File: config.mk
export PLATFORM = sky130hd
export DESIGN_NAME = uc_sequencer_flat
export DESIGN_NICKNAME = d
export VERILOG_FILES = /design/src/rtl/uc_pkg.sv /design/src/rtl/uc_sequencer_if.sv /design/src/rtl/uc_decoder.sv /design/src/rtl/uc_sequencer.sv /design/src/flat_wrapper.sv
export SDC_FILE = /design/constraint.sdc
export NUM_CORES = 1
export LEC_CHECK = 0
export CAP_MARGIN = 20
export CORE_ASPECT_RATIO = 0.8
export CORE_MARGIN = 5
export CORE_UTILIZATION = 31
export CTS_CLUSTER_DIAMETER = 120
export DETAILED_ROUTE_END_ITERATION = 7
export PLACE_DENSITY = 0.55
export SETUP_SLACK_MARGIN = 0.02
export SYNTH_ARGS = -nofsm -noshare
export SYNTH_HDL_FRONTEND = slang
export SYNTH_SLANG_ARGS = --single-unit
File: constraint.sdc
create_clock -name clk -period 2.95 [get_ports clk]
set_clock_uncertainty 0.1 [all_clocks]
set_input_delay 0.7375 -clock clk [delete_from_list [all_inputs] [get_ports clk]]
set_output_delay 0.7375 -clock clk [all_outputs]
set_load 0.005 [all_outputs]
File: src/rtl/uc_pkg.sv
// Shared opcode constants, ALU command encodings, FSM state enum and decode record.
package uc_pkg;

   localparam logic [6:0] OP_LD  = 7'b0000011;
   localparam logic [6:0] OP_SD  = 7'b0100011;
   localparam logic [6:0] OP_R   = 7'b0110011;
   localparam logic [6:0] OP_I   = 7'b0010011;
   localparam logic [6:0] OP_BEQ = 7'b1100011;

   localparam logic [2:0] ULA_ADD = 3'b010;
   localparam logic [2:0] ULA_SUB = 3'b110;
   localparam logic [2:0] ULA_AND = 3'b000;
   localparam logic [2:0] ULA_OR  = 3'b001;

   typedef enum logic [2:0] {
      ST_FETCH,
      ST_DECODE,
      ST_EXEC,
      ST_MEM,
      ST_WB,
      ST_HALT
   } state_t;

   typedef struct packed {
      logic       ld;
      logic       sd;
      logic       alu_r;
      logic       alu_i;
      logic       beq;
      logic       illegal;
      logic [2:0] ula_cmd;
   } dec_t;

endpackage

File: src/rtl/uc_sequencer_if.sv
// Instruction/status inputs and datapath control outputs of the sequencer.
interface uc_sequencer_if;
   logic [6:0] opcode;
   logic [2:0] funct3;
   logic       funct7b5;
   logic       zero;
   logic       mem_ready;
   logic       d_mem_we;
   logic       rf_we;
   logic       ula_src;
   logic       pc_src;
   logic       rf_src;
   logic [2:0] ula_cmd;
   logic       pc_we;
   logic       mem_err;
   logic       illegal;

   modport master (
      input  opcode, funct3, funct7b5, zero, mem_ready,
      output d_mem_we, rf_we, ula_src, pc_src, rf_src, ula_cmd, pc_we, mem_err, illegal
   );

   modport slave (
      output opcode, funct3, funct7b5, zero, mem_ready,
      input  d_mem_we, rf_we, ula_src, pc_src, rf_src, ula_cmd, pc_we, mem_err, illegal
   );
endinterface

File: src/rtl/uc_decoder.sv
// Purely combinational opcode/funct decode into instruction class and ALU command.
module uc_decoder
   import uc_pkg::*;
(
   input  logic [6:0] opcode,
   input  logic [2:0] funct3,
   input  logic       funct7b5,
   output dec_t       dec
);

   always_comb begin
      dec         = '0;
      dec.ula_cmd = ULA_ADD;
      case (opcode)
         OP_LD:   dec.ld      = 1'b1;
         OP_SD:   dec.sd      = 1'b1;
         OP_R:    dec.alu_r   = 1'b1;
         OP_I:    dec.alu_i   = 1'b1;
         OP_BEQ:  dec.beq     = 1'b1;
         default: dec.illegal = 1'b1;
      endcase

      if (dec.beq) begin
         dec.ula_cmd = ULA_SUB;
      end else if (dec.alu_r || dec.alu_i) begin
         case (funct3)
            3'b111:  dec.ula_cmd = ULA_AND;
            3'b110:  dec.ula_cmd = ULA_OR;
            // funct7b5 only selects SUB for register ops; ADDI has no subtract form
            3'b000:  dec.ula_cmd = (dec.alu_r && funct7b5) ? ULA_SUB : ULA_ADD;
            default: dec.ula_cmd = ULA_ADD;
         endcase
      end
   end

endmodule

File: src/rtl/uc_sequencer.sv
// Multi-cycle control FSM: 4 cycles per instruction, LD/SD add MEM cycles until mem_ready or timeout.
// Optional UC_ILLEGAL_TRAP_EN: illegal opcodes halt until reset instead of executing as NOP.
module uc_sequencer
   import uc_pkg::*;
#(
   parameter int MEM_WAIT_MAX = 15
) (
   input  logic           clk,
   input  logic           rst_n,
   uc_sequencer_if.master bus
);

   localparam int CW = $clog2(MEM_WAIT_MAX + 1);

   state_t        state, state_nxt;
   logic [6:0]    op_q;
   logic [2:0]    f3_q;
   logic          f7_q;
   logic          zero_q;
   logic          tmo_q;
   logic          mem_err_q;
   logic          illegal_q;
   logic [CW-1:0] wait_cnt;
   logic          timeout;

   logic [6:0]    dec_op;
   logic [2:0]    dec_f3;
   logic          dec_f7;
   dec_t          dec;

   // Live bits only matter in DECODE (illegal detection); every output-driving state uses the latched copy.
   assign dec_op = (state == ST_DECODE) ? bus.opcode   : op_q;
   assign dec_f3 = (state == ST_DECODE) ? bus.funct3   : f3_q;
   assign dec_f7 = (state == ST_DECODE) ? bus.funct7b5 : f7_q;

   uc_decoder u_dec (
      .opcode   (dec_op),
      .funct3   (dec_f3),
      .funct7b5 (dec_f7),
      .dec      (dec)
   );

   assign timeout = (state == ST_MEM) && !bus.mem_ready
                    && (wait_cnt == CW'(MEM_WAIT_MAX - 1));

   always_ff @(posedge clk or negedge rst_n) begin
      if (!rst_n) begin
         state <= ST_FETCH;
      end else begin
         state <= state_nxt;
      end
   end

   always_ff @(posedge clk or negedge rst_n) begin
      if (!rst_n) begin
         op_q      <= '0;
         f3_q      <= '0;
         f7_q      <= 1'b0;
         zero_q    <= 1'b0;
         illegal_q <= 1'b0;
      end else begin
         if (state == ST_DECODE) begin
            op_q <= bus.opcode;
            f3_q <= bus.funct3;
            f7_q <= bus.funct7b5;
            if (dec.illegal) begin
               illegal_q <= 1'b1;
            end
         end
         if (state == ST_EXEC) begin
            zero_q <= bus.zero;
         end
      end
   end

   // tmo_q marks only the current instruction; mem_err_q is the sticky report.
   always_ff @(posedge clk or negedge rst_n) begin
      if (!rst_n) begin
         wait_cnt  <= '0;
         tmo_q     <= 1'b0;
         mem_err_q <= 1'b0;
      end else begin
         if (state == ST_MEM) begin
            wait_cnt <= wait_cnt + 1'b1;
         end else begin
            wait_cnt <= '0;
         end
         if (state == ST_FETCH) begin
            tmo_q <= 1'b0;
         end
         if (timeout) begin
            tmo_q     <= 1'b1;
            mem_err_q <= 1'b1;
         end
      end
   end

   always_comb begin
      state_nxt    = state;
      bus.d_mem_we = 1'b0;
      bus.rf_we    = 1'b0;
      bus.ula_src  = 1'b0;
      bus.pc_src   = 1'b0;
      bus.rf_src   = 1'b0;
      bus.pc_we    = 1'b0;
      bus.ula_cmd  = ULA_ADD;

      case (state)
         ST_FETCH: state_nxt = ST_DECODE;
         ST_DECODE: begin
`ifdef UC_ILLEGAL_TRAP_EN
            state_nxt = dec.illegal ? ST_HALT : ST_EXEC;
`else
            state_nxt = ST_EXEC;
`endif
         end
         ST_EXEC:  state_nxt = (dec.ld || dec.sd) ? ST_MEM : ST_WB;
         ST_MEM: begin
            if (bus.mem_ready || timeout) begin
               state_nxt = ST_WB;
            end
         end
         ST_WB:    state_nxt = ST_FETCH;
         ST_HALT:  state_nxt = ST_HALT;
         default:  state_nxt = ST_FETCH;
      endcase

      if (state inside {ST_EXEC, ST_MEM, ST_WB}) begin
         bus.ula_cmd = dec.ula_cmd;
         bus.ula_src = dec.ld || dec.sd || dec.alu_i;
      end
      if (state == ST_MEM) begin
         bus.d_mem_we = dec.sd;
         bus.rf_src   = dec.ld;
      end
      if (state == ST_WB) begin
         bus.rf_we  = (dec.ld || dec.alu_r || dec.alu_i) && !tmo_q;
         bus.rf_src = dec.ld;
         bus.pc_we  = 1'b1;
         bus.pc_src = dec.beq && zero_q;
      end
   end

   assign bus.mem_err = mem_err_q;
   assign bus.illegal = illegal_q;

endmodule
File: src/flat_wrapper.sv
// flat-port wrapper written by rule: the top's interface ports become plain ports
module uc_sequencer_flat import uc_pkg::*;
#(
   parameter int MEM_WAIT_MAX = 15
)
  (clk, rst_n, bus_opcode, bus_funct3, bus_funct7b5, bus_zero, bus_mem_ready, bus_d_mem_we, bus_rf_we, bus_ula_src, bus_pc_src, bus_rf_src, bus_ula_cmd, bus_pc_we, bus_mem_err, bus_illegal);
  uc_sequencer_if bus_i ();
  input  logic clk;
  input  logic rst_n;
  input wire logic [$bits(bus_i.opcode)-1:0] bus_opcode;
  input wire logic [$bits(bus_i.funct3)-1:0] bus_funct3;
  input wire logic [$bits(bus_i.funct7b5)-1:0] bus_funct7b5;
  input wire logic [$bits(bus_i.zero)-1:0] bus_zero;
  input wire logic [$bits(bus_i.mem_ready)-1:0] bus_mem_ready;
  output wire logic [$bits(bus_i.d_mem_we)-1:0] bus_d_mem_we;
  output wire logic [$bits(bus_i.rf_we)-1:0] bus_rf_we;
  output wire logic [$bits(bus_i.ula_src)-1:0] bus_ula_src;
  output wire logic [$bits(bus_i.pc_src)-1:0] bus_pc_src;
  output wire logic [$bits(bus_i.rf_src)-1:0] bus_rf_src;
  output wire logic [$bits(bus_i.ula_cmd)-1:0] bus_ula_cmd;
  output wire logic [$bits(bus_i.pc_we)-1:0] bus_pc_we;
  output wire logic [$bits(bus_i.mem_err)-1:0] bus_mem_err;
  output wire logic [$bits(bus_i.illegal)-1:0] bus_illegal;
  assign bus_i.opcode = bus_opcode;
  assign bus_i.funct3 = bus_funct3;
  assign bus_i.funct7b5 = bus_funct7b5;
  assign bus_i.zero = bus_zero;
  assign bus_i.mem_ready = bus_mem_ready;
  assign bus_d_mem_we = bus_i.d_mem_we;
  assign bus_rf_we = bus_i.rf_we;
  assign bus_ula_src = bus_i.ula_src;
  assign bus_pc_src = bus_i.pc_src;
  assign bus_rf_src = bus_i.rf_src;
  assign bus_ula_cmd = bus_i.ula_cmd;
  assign bus_pc_we = bus_i.pc_we;
  assign bus_mem_err = bus_i.mem_err;
  assign bus_illegal = bus_i.illegal;
  uc_sequencer #(.MEM_WAIT_MAX(MEM_WAIT_MAX)) u_core (.clk(clk), .rst_n(rst_n), .bus(bus_i));
endmodule
==> results.json <==
{
  "async_flop_share_pct": 100,
  "cp.arrival_ns": 2.04,
  "numCtsBuffers": 3,
  "r2r_start": "u_core.state[2]",
  "io_pins": 26,
  "postRouteAntennaNets": 0,
  "tritoncts": "yes",
  "areaGrowthSynthToFinish_pct": 56.9,
  "setup_tns_ns": 0,
  "p_total_mw": 1.50,
  "globalplace.congestion": 0.808,
  "p_leak_nw": 0.894,
  "worstPathMaxFanout": 3,
  "path_clk_slew_ns": 0.08,
  "worstHoldStart": "u_core.op_q[2]",
  "drcViolationCount": 0,
  "die_x_um": 78.1,
  "htree_levels": 1,
  "grt_first_pass_wirelength_mm": 5.40,
  "clockRootBuffer": "clkbuf_8",
  "synth_edf_count": 0,
  "required_ns": 2.11,
  "crit_type": "primary input to output port",
  "worstMarginPinSlew_ns": 0.408,
  "dieArea_um2": 5030,
  "grt_max_degree": 23,
  "yosysWarnings": 0,
  "die_h_um": 64.5,
  "hold_buffers": 0,
  "first_pass_iters": 4,
  "synth_fp_nets": 141,
  "start_util_pct": 32.9,
  "synth_seq_area_share_pct": 47.9,
  "worst_slack_ns": 0.0688,
  "vias_per_cell": 4.96,
  "max_freq_mhz": 347,
  "period_minus_slack_ns": 2.88,
  "setup_viol": 0,
  "slew_violations": 0,
  "cp-startpoint": "bus_opcode[5]",
  "grt_pass1_vias": 1117,
  "antenna_found_initial": 0,
  "cts.path.max_buffers": 2,
  "netlist_instances": 124,
  "fin_nets": 194,
  "drive_gt1_share_pct": 28.4,
  "period_share_pct": 97.7,
  "grtUsageTotal_pct": 13.2,
  "synth-seq-cells": 22,
  "clkSinkCount": 22,
  "drv_cap": 0,
  "diodes": 0,
  "hold_slack_ns": 0.370,
  "hold_path_class": "flip-flop to flip-flop",
  "wl_mm": 3.22,
  "clkLatencyLatePin_ns": 0.26,
  "synth_area_um2": 1150,
  "io_buffer_count": 25,
  "place_ws_ns": -0.434,
  "status": "completed",
  "wl_per_cell_um": 14.8,
  "rows": 19,
  "relSlewSlack_pct": 72.4,
  "synth_flop_cell": "dfrtp_1",
  "drt_iter0_drc": 37,
  "crit_path_start_kind": "primary input",
  "p_per_area_nw_per_um2": 829,
  "syn_avg_cell_area_um2": 9.27,
  "rsz0062_at_grt": "no",
  "core_region_area_um2": 3490,
  "vias": 1081,
  "hold_viol_final": 0,
  "crit_path_end_kind": "output port",
  "dp_hpwl_mm": 2.39,
  "overflow": 0,
  "ir_worst_vdd_v": 0.000390,
  "yosysUniqueCellTypes": 42
}
## where the power goes
group | leakage [nW] | total [mW] | switching (mW) | internal (mW)
logic | 0.588 | 0.721 | 0.350 | 0.371
clock network | 0.0357 | 0.280 | 0.0988 | 0.181
registers | 0.271 | 0.495 | 0.0874 | 0.408
## final timing paths
check / to / slack (ns) / cells after the start
max: bus_ula_cmd[2] / 0.07 / 6
min: u_core.op_q[2] / 0.37 / 2
max in group asynchronous: u_core.f3_q[0] / 1.81 / 2
min reg2reg: u_core.op_q[2] / 0.37 / 2
min in group asynchronous: u_core.wait_cnt[3] / 0.72 / 2
max reg2reg: u_core.state[1] / 1.06 / 6
## timing repair
action                     CTS  global route
pin swaps                    6             7
resized for setup           38            10
setup buffers                3             2
setup endpoints to repair    8             5
## synthesized netlist by cell type, types with 2 or more instances
library cell | instances | area share [%]
nand4_1 | 2 | 1.1
nor3_1 | 2 | 0.87
or3b_1 | 2 | 1.5
ha_1 | 2 | 2.2
nand3_1 | 2 | 0.87
nand4bb_1 | 2 | 2.0
clkbuf_1 | 2 | 0.65
a21oi_1 | 4 | 1.7
buf_2 | 2 | 0.87
a31oi_1 | 2 | 1.1
nand2_1 | 32 | 10
a311oi_1 | 2 | 1.5
a21o_1 | 2 | 1.3
dfrtp_1 | 22 | 48
nor2_1 | 6 | 2.0
nor4b_1 | 2 | 1.5
mux2i_1 | 2 | 1.7
o21ai_0 | 4 | 1.7
inv_1 | 6 | 2.0
nand2b_1 | 2 | 1.1
## cells in the final DEF, fill, tap and decap left out, types with 4 or more instances in the layout
cell type        instances
a21oi_1                  4
o21ai_0                  4
buf_4                   27
dlygate4sd2_1            8
inv_1                    6
nor2_1                   6
clkdlybuf4s50_1          7
dfrtp_1                 22
dlymetal6s2s_1           4
nand2_1                 32
## metal layers
layer / vias to the layer above / GRT usage (%) / wire length, um
met2: 21 / 21.5 / 1600
met4: 0 / 3.16 / 26
met1: 519 / 17.8 / 1430
li1: 539 / - / -
met5: - / 0 / 0
met3: 2 / 3.19 / 168
## metrics by stage
step                      utilization, %  cells  cell area (um2)
after floorplan                        -    124             1150
after global placement              45.8    209             1600
after detailed placement            45.8    209             1600
after CTS                           49.9    216             1740
after global routing                51.6    218             1800
final                               51.6    218             1800
## cell families after synthesis
group	count (synthesis)	share of synthesized area [%]
XOR/XNOR	2	1.52
AND/OR/NAND/NOR	61	27.3
buffers and inverters	11	4.14
AO/OA/AOI/OAI	23	14.3
multiplexers	3	2.72
flip-flops	22	47.9
adder cells (fa/ha/maj)	2	2.18
## cell type report
cell class	count	area (um2)
clock buffers	3	41.3
inverters	6	22.5
clock inverters	1	30.0
well taps	42	52.6
flip-flops and latches	22	551
multi-input cells	91	657
fillers	334	1690
repair buffers	53	450
## flip-flops by register name, summed over array words and instances, names as in the netlist
register / flops
u_core.bus.illegal: 1
u_core.state: 3
u_core.op_q: 7
u_core.f7_q: 1
u_core.tmo_q: 1
u_core.f3_q: 3
u_core.zero_q: 1
u_core.wait_cnt: 4
u_core.bus.mem_err: 1
## worst max-delay path: stages
cell and delay [ns]:
clkdlybuf4s50_1 0.53, buf_4 0.16, a31oi_1 0.08, a21oi_1 0.17
o211a_1 0.18, clkdlybuf4s15_2 0.20
Power figures use the tool's default switching activity.
